### src/rtl/ram_arbiter.sv
// ---------------------------------------------------------------------------
// ram_arbiter
//
// Shares one single-write/single-read RAM between N_REQ requesters.  Two
// independent round-robin arbiters run side by side: one picks a writer for
// the RAM write port, the other picks a reader for the RAM read port, so up
// to one write and one read are accepted every cycle.  The ID of an accepted
// read is registered and used the next cycle to steer the RAM's registered
// read data back to the requester that issued it.
//
// Parameters
//   D_WIDTH  data width (must equal the RAM data width)
//   A_WIDTH  address width (must equal the RAM address width)
//   N_REQ    number of requesters, 2..16
//
// Ports
//   clk             rising-edge clock
//   rst             asynchronous reset, active low
//   req_valid       per-requester request valid
//   req_we          per-requester direction, 1 = write, 0 = read
//   req_addr        packed addresses, requester i at [i*A_WIDTH +: A_WIDTH]
//   req_wdata       packed write data, requester i at [i*D_WIDTH +: D_WIDTH]
//   req_ready       request accepted this cycle (combinational grant)
//   rsp_valid       one-hot read-data-valid, one cycle after a read accept
//   rsp_data        read data shared by all requesters, 0 when not valid
//   ram_write_en    RAM write enable
//   ram_write_addr  RAM write address (0 when no write granted)
//   ram_write_data  RAM write data (0 when no write granted)
//   ram_read_en     RAM read enable
//   ram_read_addr   RAM read address (0 when no read granted)
//   ram_read_data   RAM registered read data, valid the cycle after read_en
//
// Build option
//   RAM_ARB_RAW_FWD_EN  when defined, a read and a write granted in the same
//                       cycle to the same address return the written data.
//                       When undefined the read returns the old RAM contents
//                       and no forwarding registers exist.
// ---------------------------------------------------------------------------
module ram_arbiter #(
  parameter int D_WIDTH = 8,
  parameter int A_WIDTH = 4,
  parameter int N_REQ   = 4
) (
  input  logic                       clk,
  input  logic                       rst,
  input  logic [N_REQ-1:0]           req_valid,
  input  logic [N_REQ-1:0]           req_we,
  input  logic [N_REQ*A_WIDTH-1:0]   req_addr,
  input  logic [N_REQ*D_WIDTH-1:0]   req_wdata,
  output logic [N_REQ-1:0]           req_ready,
  output logic [N_REQ-1:0]           rsp_valid,
  output logic [D_WIDTH-1:0]         rsp_data,
  output logic                       ram_write_en,
  output logic [A_WIDTH-1:0]         ram_write_addr,
  output logic [D_WIDTH-1:0]         ram_write_data,
  output logic                       ram_read_en,
  output logic [A_WIDTH-1:0]         ram_read_addr,
  input  logic [D_WIDTH-1:0]         ram_read_data
);

  localparam int              ID_W    = (N_REQ > 1) ? $clog2(N_REQ) : 1;
  // Requester count and last ID in pointer-sized form for the modulo wrap.
  localparam logic [ID_W:0]   N_REQ_W = (ID_W + 1)'(N_REQ);
  localparam logic [ID_W-1:0] LAST_ID = ID_W'(N_REQ - 1);

  // Round-robin pick: scan ptr, ptr+1, ... wrapping at N_REQ (not at 2**ID_W,
  // so non-power-of-two requester counts never visit a phantom slot).
  // Result is {found, id}.
  function automatic logic [ID_W:0] rr_pick(input logic [N_REQ-1:0] elig,
                                            input logic [ID_W-1:0]  ptr);
    logic [ID_W:0] res;
    logic [ID_W:0] idx;
    res = {(ID_W + 1){1'b0}};
    for (int k = 0; k < N_REQ; k++) begin
      idx = {1'b0, ptr} + (ID_W + 1)'(k);
      idx = (idx >= N_REQ_W) ? (idx - N_REQ_W) : idx;
      if (!res[ID_W] && elig[idx[ID_W-1:0]]) begin
        res = {1'b1, idx[ID_W-1:0]};
      end else begin
        res = res;
      end
    end
    return res;
  endfunction

  // Pointer advance: (g + 1) mod N_REQ.
  function automatic logic [ID_W-1:0] ptr_after(input logic [ID_W-1:0] g);
    return (g == LAST_ID) ? {ID_W{1'b0}} : (g + {{(ID_W-1){1'b0}}, 1'b1});
  endfunction

  function automatic logic [N_REQ-1:0] onehot(input logic [ID_W-1:0] id);
    return {{(N_REQ-1){1'b0}}, 1'b1} << id;
  endfunction

  // Arbiter and read-tracking state.
  logic [ID_W-1:0] wr_ptr_q, wr_ptr_d;
  logic [ID_W-1:0] rd_ptr_q, rd_ptr_d;
  logic            rd_vld_q, rd_vld_d;
  logic [ID_W-1:0] rd_id_q,  rd_id_d;

  // Unpacked views of the request payload buses.
  logic [A_WIDTH-1:0] addr_arr_s  [N_REQ];
  logic [D_WIDTH-1:0] wdata_arr_s [N_REQ];

  logic [ID_W:0]   wr_pick_s, rd_pick_s;
  logic            wr_gnt_s,  rd_gnt_s;
  logic [ID_W-1:0] wr_id_s,   rd_id_s;

  // Split packed request buses into per-requester arrays.
  always_comb begin
    for (int i = 0; i < N_REQ; i++) begin
      addr_arr_s[i]  = req_addr[i*A_WIDTH +: A_WIDTH];
      wdata_arr_s[i] = req_wdata[i*D_WIDTH +: D_WIDTH];
    end
  end

  // Grant selection for both ports; nothing is granted while reset is held.
  always_comb begin
    wr_pick_s = rr_pick(req_valid & req_we,  wr_ptr_q);
    rd_pick_s = rr_pick(req_valid & ~req_we, rd_ptr_q);
    wr_gnt_s  = rst & wr_pick_s[ID_W];
    rd_gnt_s  = rst & rd_pick_s[ID_W];
    wr_id_s   = wr_pick_s[ID_W-1:0];
    rd_id_s   = rd_pick_s[ID_W-1:0];
  end

  // Requester handshake and RAM port drive; idle ports present all zeros.
  always_comb begin
    req_ready      = {N_REQ{1'b0}};
    ram_write_en   = 1'b0;
    ram_write_addr = {A_WIDTH{1'b0}};
    ram_write_data = {D_WIDTH{1'b0}};
    ram_read_en    = 1'b0;
    ram_read_addr  = {A_WIDTH{1'b0}};
    if (wr_gnt_s) begin
      req_ready      = req_ready | onehot(wr_id_s);
      ram_write_en   = 1'b1;
      ram_write_addr = addr_arr_s[wr_id_s];
      ram_write_data = wdata_arr_s[wr_id_s];
    end else begin
      ram_write_en   = 1'b0;
    end
    if (rd_gnt_s) begin
      req_ready      = req_ready | onehot(rd_id_s);
      ram_read_en    = 1'b1;
      ram_read_addr  = addr_arr_s[rd_id_s];
    end else begin
      ram_read_en    = 1'b0;
    end
  end

  // Next-state: pointers advance past the winner and hold when idle.
  always_comb begin
    wr_ptr_d = wr_ptr_q;
    rd_ptr_d = rd_ptr_q;
    rd_vld_d = rd_gnt_s;
    rd_id_d  = rd_id_q;
    if (wr_gnt_s) begin
      wr_ptr_d = ptr_after(wr_id_s);
    end else begin
      wr_ptr_d = wr_ptr_q;
    end
    if (rd_gnt_s) begin
      rd_ptr_d = ptr_after(rd_id_s);
      rd_id_d  = rd_id_s;
    end else begin
      rd_ptr_d = rd_ptr_q;
      rd_id_d  = rd_id_q;
    end
  end

  // Arbiter pointers and in-flight read tracking; reset drops any read.
  always_ff @(posedge clk or negedge rst) begin
    if (!rst) begin
      wr_ptr_q <= {ID_W{1'b0}};
      rd_ptr_q <= {ID_W{1'b0}};
      rd_vld_q <= 1'b0;
      rd_id_q  <= {ID_W{1'b0}};
    end else begin
      wr_ptr_q <= wr_ptr_d;
      rd_ptr_q <= rd_ptr_d;
      rd_vld_q <= rd_vld_d;
      rd_id_q  <= rd_id_d;
    end
  end

`ifdef RAM_ARB_RAW_FWD_EN
  logic               fwd_q,      fwd_d;
  logic [D_WIDTH-1:0] fwd_data_q, fwd_data_d;

  // Detect a same-cycle read and write to one address; the RAM itself would
  // return the old word, so the write data is captured for the response.
  always_comb begin
    fwd_d      = rd_gnt_s & wr_gnt_s & (ram_read_addr == ram_write_addr);
    fwd_data_d = ram_write_data;
  end

  // Forwarding flag and captured write data.
  always_ff @(posedge clk or negedge rst) begin
    if (!rst) begin
      fwd_q      <= 1'b0;
      fwd_data_q <= {D_WIDTH{1'b0}};
    end else begin
      fwd_q      <= fwd_d;
      fwd_data_q <= fwd_data_d;
    end
  end

  // Response steering with forwarded data taking priority over the RAM.
  always_comb begin
    rsp_valid = {N_REQ{1'b0}};
    rsp_data  = {D_WIDTH{1'b0}};
    if (rd_vld_q) begin
      rsp_valid = onehot(rd_id_q);
      rsp_data  = fwd_q ? fwd_data_q : ram_read_data;
    end else begin
      rsp_valid = {N_REQ{1'b0}};
      rsp_data  = {D_WIDTH{1'b0}};
    end
  end
`else
  // Response steering: RAM data goes to the requester whose read was accepted
  // last cycle; the shared data bus is held at zero otherwise.
  always_comb begin
    rsp_valid = {N_REQ{1'b0}};
    rsp_data  = {D_WIDTH{1'b0}};
    if (rd_vld_q) begin
      rsp_valid = onehot(rd_id_q);
      rsp_data  = ram_read_data;
    end else begin
      rsp_valid = {N_REQ{1'b0}};
      rsp_data  = {D_WIDTH{1'b0}};
    end
  end
`endif

endmodule

### config.mk
export PLATFORM = sky130hd
export DESIGN_NAME = ram_arbiter
export DESIGN_NICKNAME = d
export VERILOG_FILES = /design/src/rtl/ram_arbiter.sv
export SDC_FILE = /design/constraint.sdc
export NUM_CORES = 1
export LEC_CHECK = 0
export ABC_AREA = 1
export BUFFER_PORTS_ARGS = -buffer_cell sky130_fd_sc_hd__buf_2
export CORE_AREA = 2 2 66 68
export CTS_CLUSTER_DIAMETER = 200
export CTS_CLUSTER_SIZE = 40
export DETAILED_ROUTE_END_ITERATION = 8
export DIE_AREA = 0 0 68 70
export PLACE_DENSITY = 0.79
export SLEW_MARGIN = 10
export SYNTH_ARGS = -nofsm -noshare
export SYNTH_HDL_FRONTEND = slang
export SYNTH_SLANG_ARGS = --single-unit
### constraint.sdc
create_clock -name clk -period 3.8 [get_ports clk]
set_input_delay 1.14 -clock clk [delete_from_list [all_inputs] [get_ports clk]]
set_output_delay 1.14 -clock clk [all_outputs]
set_load 0.01 [all_outputs]
==> reports/qor.txt, run 1 <==
die area: 4760 um^2
first-pass GRT wire length: 8935 um
chip width: 68 um
Finish-stage setup viols: 1
CTS root buf: clkbuf_8
leading area contributor after synthesis: nand2_1
main area contributors after synthesis: nand2_1 30%, nand3_1 18%, dfrtp_1 10%, inv_1 5.3%, a21oi_2 3.5%
Synth top area share: 29.89%
crit end category: output port
deepest clock path buffer count: 2
synthesis-to-finish area growth: 58.93%
GRT overflow: 0
status: complete, but fails checks
layout cells sized above 1: 48.09%
hold-fix buffers at CTS: 0
Final Cycle Share: 100.6%
CTS sink count: 7
Hold WC Path Type: flop to flop
Avg WL per Cell: 12.82 um
initial antenna violation count: 0
area of the multi-input gates: 1604 um^2
# rows: 24
Antenna diodes: 0
Seq/Total Area, Yosys: 9.964%
Worst-path clk slew: 40 ps
Lkg Pwr: 1.616 nW
number of global-route vias before repair: 2223
crit path kind: primary input to output port
fin crit period: 3825 ps
Reg area: 175.2 um^2
fill cell count: 339
Initial Util: 42.42%
Tightest Pin Transition: 569.9 ps
maximum vdd drop: 0.0007265 V
DRC violations left: 0
Total GRT Usage: 22.79%
WL final: 6371 um
placed inst area: 2303 um^2
DRT Pass-1 Iters: 4
design area: 2794 um^2
final slew viol count: 0
crit-path max FO: 4
largest net degree at the start of global routing: 15
dpl hpwl: 4299 um
Layout Skew: 4.129 ps
Inst Count DP: 480
vias: 2646
utilization after layout: 67.42%
distinct cell type count after synthesis: 28
RSZ-0062 raised after global routing: yes
max-cap violation count: 0
syn_nets: 400
startpoint class of the critical path: primary input
Final WS setup: -24.67 ps
setup TNS: -24.67 ps
fmax: 261.5 MHz
Final Non-Filler Cells: 497
antenna-violating nets left: 0
Final GP Congestion: 0.8907
CTS tree: built
# nets final: 514
Syn Area/Cell: 5.295 um^2
IO Pins: 100
vias per inst: 5.324
Slew headroom: 62.00%
Inserted Clock Buffers: 3
Critical Path RT: 2660 ps
PwrDens: 1084 nW/um^2
Die Ht: 70 um
Worst-Skew Late Latency: 230 ps
Ys Warns: 0
Final Hold Vio Count: 0
post-synthesis cell count: 332
failing checks: setup timing
number of port buffers: 99
Placeable Area: 4144 um^2
iteration-0 DRC count of the detailed router: 172
CTS H-tree depth: 1
synthesized area: 1758 um^2
Worst Path Arrival: 2680 ps
Synth Register Bits: 7
==> metal layers <==
layer  GRT usage (%)  part of all wire [%]  up-vias
met5               0                     0        -
met3           4.831                   8.4       18
met1           28.09                    39     1191
met4           7.333                   2.0        0
li1                -                     -     1299
met2           38.51                    51      138
==> repair_timing <==
item                       4_1_cts  5_1_grt
setup buffers                    0       11
resized for setup                0       84
setup endpoints to repair        0       20
==> sequential cells by signal (all words and copies together), names as in the netlist <==
signal / cells
rd_id_q: 2
rd_ptr_q: 2
wr_ptr_q: 2
rd_vld_q: 1
==> worst max-delay path: stages <==
cell	delay, ps
clkbuf_4	150
nand3_2	120
nand3_2	120
nand2_4	70
a21oi_4	160
nand2_4	120
buf_12	140
nand2_4	80
inv_2	60
ha_1	200
nand2_1	100
o21ai_1	70
buf_2	140
==> cells in the final DEF, fill, tap and decap left out, types with 8 or more instances in the layout <==
cell type and n:
buf_4 14, buf_6 8, inv_1 20, nand2_2 24, nor2_1 13, inv_2 10
nand3_2 19, nor2_2 8, nand3_1 44, buf_2 92, nand2_1 119
==> through the flow <==
stage                     hold WS, ps  total power (W)  worst slack (ps)
after floorplan                 548.5         0.001816             353.0
after global placement          567.8         0.002318             41.99
after detailed placement        586.1         0.002341             27.75
after CTS                       597.3         0.002461             3.723
after global routing            619.2         0.003318            -109.7
final                           594.8         0.003028            -24.67
==> cells in the mapped netlist (all sizes together) <==
cell type,number
nor2,22
ha,2
buf,12
a31oi,1
o31ai,1
nand2,151
o21a,1
dfrtp,7
a21oi,11
o21ai,9
nand3b,5
clkbuf,1
nor3,4
inv,33
nand4,4
nand3,68
==> path summary, 6_finish.rpt <==
kind | depth (start not counted) | startpoint | slack [ps] | end
max in group asynchronous | 1 | rst | 2860 | rd_id_q[0]
setup / recovery | 13 | req_valid[0] | -20 | req_ready[3]
hold / removal | 2 | rd_id_q[1] | 590 | rd_id_q[1]
setup reg to reg | 13 | wr_ptr_q[0] | 1480 | wr_ptr_q[1]
hold reg to reg | 2 | rd_id_q[1] | 590 | rd_id_q[1]
min in group asynchronous | 1 | rst | 750 | rd_ptr_q[1]
==> final cells by class <==
cell class | instances | area share [%]
Clock buffer | 4 | 1.612
Inverter | 33 | 4.702
Multi-Input combinational cell | 280 | 57.41
Sequential cell | 7 | 6.270
Tap cell | 52 | 2.329
Timing Repair Buffer | 121 | 27.68
==> logic make-up after synthesis <==
family,Yosys count,synth area share [%]
AND/OR/NAND/NOR,254,66.41
buffers and inverters,46,13.31
AO/OA/AOI/OAI,23,8.897
flip-flops,7,9.965
adder cells (fa/ha/maj),2,1.423
==> power breakdown <==
part | total [W] | internal, W | switching [W]
sequential | 0.000202 | 0.000111 | 0.0000906
clock | 0.000108 | 0.0000728 | 0.0000350
combinational | 0.00272 | 0.00112 | 0.00159
No activity file was read; power rests on OpenSTA's default activity.
==> run 2: changes to the inputs <==
Settings changed: ABC_AREA 1 to default, CORE_AREA 2 2 66 68 to 2 2 59 61, DIE_AREA 0 0 68 70 to 0 0 61 63, PLACE_DENSITY 0.79 to 0.77.
==> run 2 against run 1 <==
Against the previous run:
- the run now ends clean
- non-clock buffer count decreased by 16
- synthesized area down 34%
- sequential power shrank 40%
- sequential cell count did not move
- first-iteration DRC count shrank 72%
- critical path depth shrank 5
- fmax rose by 3.8%
- final cell count decreased by 43%
- count of clock-buffer cells in the layout unchanged
- hold slack worse by 52 ps
- via count shrank 47%
- highest routed layer unchanged
==> reports/qor.txt, run 2 <==
vias per inst: 4.912
family with the most delay on the worst path: compound AO/OA/AOI/OAI gates
Hold Crit Start: rd_id_q[1]
chip width: 61 um
crit end category: output port
Worst Path Arrival: 2540 ps
layout cells sized above 1: 51.90%
reg-to-reg critical path endpoint: wr_ptr_q[1]
Worst-Skew Late Latency: 250 ps
commonest non-fill, non-tap cell in the layout: buf_2
most used cell, CP: buf_2
Initial Util: 35.89%
design area: 1758 um^2
initial antenna violation count: 0
# nets final: 306
Post-Synth Simple-Gate Area: 21.25%
first-pass GRT wire length: 5099 um
deepest clock path buffer count: 2
leading area contributor after synthesis: mux2i_1
xor-xnor portion of the synthesized cell area: 0%
largest net degree at the start of global routing: 19
synthesized-area fraction occupied by adder cells: 2.157%
Worst Hold Path EP: rd_id_q[1]
RSZ-0062 raised after global routing: no
setup TNS: 0 ps
CTS H-tree depth: 1
CTS tree: built
fraction of registers with async set or reset after synthesis: 100.0%
Avg WL per Cell: 11.97 um
Max stage delay on crit path: 280 ps
Critical Path RT: 2660 ps
syn_nets: 204
WL final: 3387 um
DRC violations left: 0
Slowest-stage cell, CP: a31oi_4
placed inst area: 1718 um^2
Layout Skew: 4.721 ps
Synth top area share: 27.62%
Worst-path clk slew: 50 ps
vias: 1390
CP bufs+invs: 3
GRT overflow: 0
crit-path max FO: 10
main area contributors after synthesis: mux2i_1 28%, dfrtp_1 15%, o22ai_1 9.7%, and2_1 4.9%, nand2_1 4.9%
largest registers: rd_id_q x2, rd_ptr_q x2, wr_ptr_q x2
Hold WS: 543.3 ps
antenna-violating nets left: 0
dpl hpwl: 2854 um
DRT Pass-1 Iters: 4
largest family of logic cells by synthesized area: multiplexers
number of global-route vias before repair: 1197
# rows: 21
Hold Path Stages: 2
reg2reg start: wr_ptr_q[0]
fin crit period: 3684 ps
CTS root buf: clkbuf_4
utilization after layout: 54.39%
Cell Chain, Critical Path: buf_2, nand2_1, o2111ai_2, a31oi_4, buf_6, mux2i_1, o22ai_1, buf_2
number of port buffers: 99
synthesized area: 1160 um^2
Seq/Total Area, Yosys: 15.10%
FF-to-FF setup slack: 2080 ps
worst r2r path cells: 6
hold-fix buffers at CTS: 0
distinct cell type count after synthesis: 43
leading cell types in the layout, fill and taps excluded: 99 x buf_2, 32 x mux2i_1, 18 x o22ai_1
maximum vdd drop: 0.0001479 V
Post-synth EDFFs: 0
iteration-0 DRC count of the detailed router: 48
Post-CTS Setup Bufs: 0
most frequent cells after synthesis: 32 x mux2i_1, 18 x o22ai_1, 15 x nand2_1
Die Ht: 63 um
Inserted Clock Buffers: 3
Post-synth top flop: dfrtp_1
Lkg Pwr: 0.9576 nW
Finish-stage setup viols: 0
fmax: 271.5 MHz
final slew viol count: 0
Final Cycle Share: 96.94%
Placeable Area: 3232 um^2
CTS sink count: 7
synthesis-to-finish area growth: 51.56%
Hold WC Path Type: flop to flop
Synth Register Bits: 7
Ys Warns: 0
post-synthesis cell count: 136
Total GRT Usage: 16.77%
IO Pins: 100
multiplexer share of the synthesized area: 28.59%
startpoint class of the critical path: primary input
Final Hold Vio Count: 0
die area: 3843 um^2
status: complete, no violations
CTS-repair resized insts: 0
Syn Area/Cell: 8.528 um^2
Antenna diodes: 0
Compound-Gate Fraction of Synth Area: 24.92%
Slew headroom: 62.33%
PwrDens: 311.7 nW/um^2
max-cap violation count: 0
Final GP Congestion: 0.7839
Tightest Pin Transition: 565.0 ps
most numerous cell in the Yosys netlist: mux2i_1
crit path kind: primary input to output port
## run 2: per-layer routing
layer	up-vias	routed length (um)	track usage [%]
li1	716	-	-
met1	617	1468	20.65
met2	55	1704	29.03
met3	2	188	2.692
met4	0	27	4.891
met5	-	0	0
## run 2: kinds of logic after synthesis
| kind of cell | Yosys count |
|---|---|
| AND/OR/NAND/NOR | 44 |
| AO/OA/AOI/OAI | 37 |
| adder cells (fa/ha/maj) | 2 |
| flip-flops | 7 |
| buffers and inverters | 13 |
| multiplexers | 33 |
## run 2: metrics by stage
step / total power, W / worst slack (ps) / cells
after floorplan: 0.0003617 / 393.6 / 136
after global placement: 0.0004721 / 62.04 / 279
after detailed placement: 0.0004771 / 50.64 / 279
after CTS: 0.0005477 / 43.93 / 283
after global routing: 0.0005970 / 19.76 / 283
final: 0.0005480 / 116.4 / 283
## run 2: area by class of cell
type | count | area [um^2]
Fill cell | 330 | 1474
Tap cell | 46 | 57.56
Sequential cell | 7 | 175.2
Inverter | 5 | 18.77
Timing Repair Buffer | 105 | 569.3
Multi-Input combinational cell | 116 | 910.9
Clock buffer | 4 | 26.28
## run 2: how the worst max path moves through the flow
stage,start,end,slack (ps),depth (start not counted)
after detailed placement,req_valid[0],ram_read_addr[1],50,7
after global placement,req_we[2],ram_write_addr[3],60,8
final,req_we[2],ram_write_addr[3],120,8
after CTS,req_valid[0],ram_read_addr[1],40,7
after global routing,req_we[1],ram_read_addr[1],20,8
after floorplan,req_valid[0],ram_read_addr[0],390,6
## run 2: power by group
group | total [W] | leakage [nW] | internal [W] | switching (W)
combinational | 0.000359 | 0.859 | 0.000181 | 0.000179
clock | 0.0000681 | 0.0150 | 0.0000401 | 0.0000279
sequential | 0.000121 | 0.0834 | 0.0000941 | 0.0000264
## run 2: tightest hold or removal path, cell delays in order (launching register included)
cell and delay [ps]:
dfrtp_1 390, nand2_1 70, nand2_1 50
==> run 3: changes to the inputs <==
Settings changed: ABC_AREA from default to 1, CAP_MARGIN from default to 20, CORE_AREA 2 2 59 61 to 2 2 66 68, DIE_AREA 0 0 61 63 to 0 0 68 70, MAX_ROUTING_LAYER from default to met4, PLACE_DENSITY 0.77 to 0.79.
==> run 3 against run 2 <==
Against the previous run:
- non-clock buffer count is 14 higher
- via count grew 84%
- core utilization is 8.5 points higher
- die area rose by 24%
- combinational power rose to 7.1 times the previous value
- critical path type unchanged
- critical endpoint is now ram_write_data[3]
==> reports/qor.txt, run 3 (same netlist as run 1, synthesis figures left out) <==
chip width: 68 um
reg2reg start: rd_ptr_q[0]
Avg WL per Cell: 11.86 um
reg-to-reg critical path endpoint: rd_ptr_q[1]
Slew headroom: 65.51%
dpl hpwl: 4340 um
Final GP Congestion: 0.8730
iteration-0 DRC count of the detailed router: 134
# rows: 24
CTS H-tree depth: 1
commonest non-fill, non-tap cell in the layout: nand2_1
antenna-violating nets left: 0
FF-to-FF setup slack: 1590 ps
maximum vdd drop: 0.0006799 V
number of global-route vias before repair: 2272
crit end category: output port
Die Ht: 70 um
status: complete, no violations
layout cells sized above 1: 43.44%
deepest clock path buffer count: 2
Slowest-stage cell, CP: nand2_2
CTS tree: built
Finish-stage setup viols: 0
crit path to: ram_write_data[3]
largest registers: rd_id_q x2, rd_ptr_q x2, wr_ptr_q x2
Layout Skew: 3.506 ps
# nets final: 511
synthesis-to-finish area growth: 48.33%
Worst-path clk slew: 40 ps
GRT overflow: 0
CTS sink count: 7
worst r2r path cells: 10
PwrDens: 1090 nW/um^2
Critical Path RT: 2660 ps
Placeable Area: 4144 um^2
Final Non-Filler Cells: 494
Hold Crit Start: rd_id_q[0]
fmax: 266.1 MHz
vias: 2564
utilization after layout: 62.92%
DRC violations left: 0
crit path kind: primary input to output port
DRT Pass-1 Iters: 4
vias per inst: 5.190
die area: 4760 um^2
Inst Count DP: 481
max-cap violation count: 0
Final Cycle Share: 98.89%
Initial Util: 42.42%
most used cell, CP: nand2_1
CTS root buf: clkbuf_8
WL final: 5860 um
Tightest Pin Transition: 517.3 ps
Total GRT Usage: 23.66%
number of port buffers: 99
fin crit period: 3758 ps
Hold WC Path Type: flop to flop
leading cell types in the layout, fill and taps excluded: 128 x nand2_1, 98 x buf_2, 53 x nand3_1
Cell Chain, Critical Path: buf_2, nand3_1, nand3_1, nand2_2, buf_12, nand3_4, nand2_8, buf_12, nand2_1, nand2_1, nand2_1, a21oi_2, buf_2
crit-path max FO: 13
Inserted Clock Buffers: 3
final slew viol count: 0
Worst Path Arrival: 2620 ps
RSZ-0062 raised after global routing: yes
startpoint class of the critical path: primary input
Antenna diodes: 0
first-pass GRT wire length: 9039 um
Final Hold Vio Count: 0
Worst-Skew Late Latency: 230 ps
Worst Setup SP: req_valid[2]
largest net degree at the start of global routing: 15
initial antenna violation count: 0
Max stage delay on crit path: 160 ps
IO Pins: 100
Lkg Pwr: 1.557 nW
run 3: worst min-delay path by stage:
stage / slack, ps / depth (start not counted) / end
6_report: 590 / 2 / rd_id_q[0]
5_1_grt: 600 / 2 / rd_id_q[0]
4_1_cts: 600 / 2 / rd_id_q[0]
3_5_place_dp: 580 / 2 / rd_id_q[0]
3_3_place_gp: 570 / 2 / rd_id_q[1]
2_1_floorplan: 550 / 2 / rd_id_q[1]
run 3: per-layer routing:
| layer | track usage, % | vias to the layer above | share of wire [%] |
|---|---|---|---|
| met5 | - | - | 0 |
| met4 | 7.333 | 0 | 2.1 |
| met3 | 2.576 | 14 | 7.3 |
| met2 | 41.42 | 114 | 50 |
| met1 | 27.60 | 1142 | 40 |
| li1 | - | 1294 | - |
run 3: what timing repair did:
action,CTS,global route
gates resized for setup,1,44
buffers inserted,2,7
pin swaps,3,17
setup endpoints to repair,1,20
hold buffers,0,0
run 3: where the power goes:
group	switching (W)	total [W]	internal [W]	leakage, nW
logic	0.00152	0.00254	0.00102	1.45
registers	0.0000861	0.000198	0.000111	0.0850
clock network	0.0000354	0.000108	0.0000729	0.0228
run 3: metrics by stage:
step	total power, W	area, um^2	TNS [ps]	hold slack [ps]	worst slack, ps
floorplan	0.001816	1758	0	548.5	353.0
global placement	0.002330	2311	0	567.9	38.97
detailed placement	0.002373	2311	0	583.4	15.39
CTS	0.002510	2376	0	595.6	35.57
global route	0.003143	2608	-915.4	604.9	-92.61
finish	0.002843	2608	0	593.3	42.30
run 3: area by class of cell:
class                      count  area (um^2)
clock buffer                   4        45.04
sequential                     7        175.2
fill                         372         1536
inverter                      33        131.4
multi-input combinational    279         1491
timing repair buffer         119        699.4
tap                           52        65.06
run 3: worst max-delay path: cells and delay by family:
kind            cells  cell delay [ps]
simple gates        8              820
compound gates      1              130
buf+inv             4              510
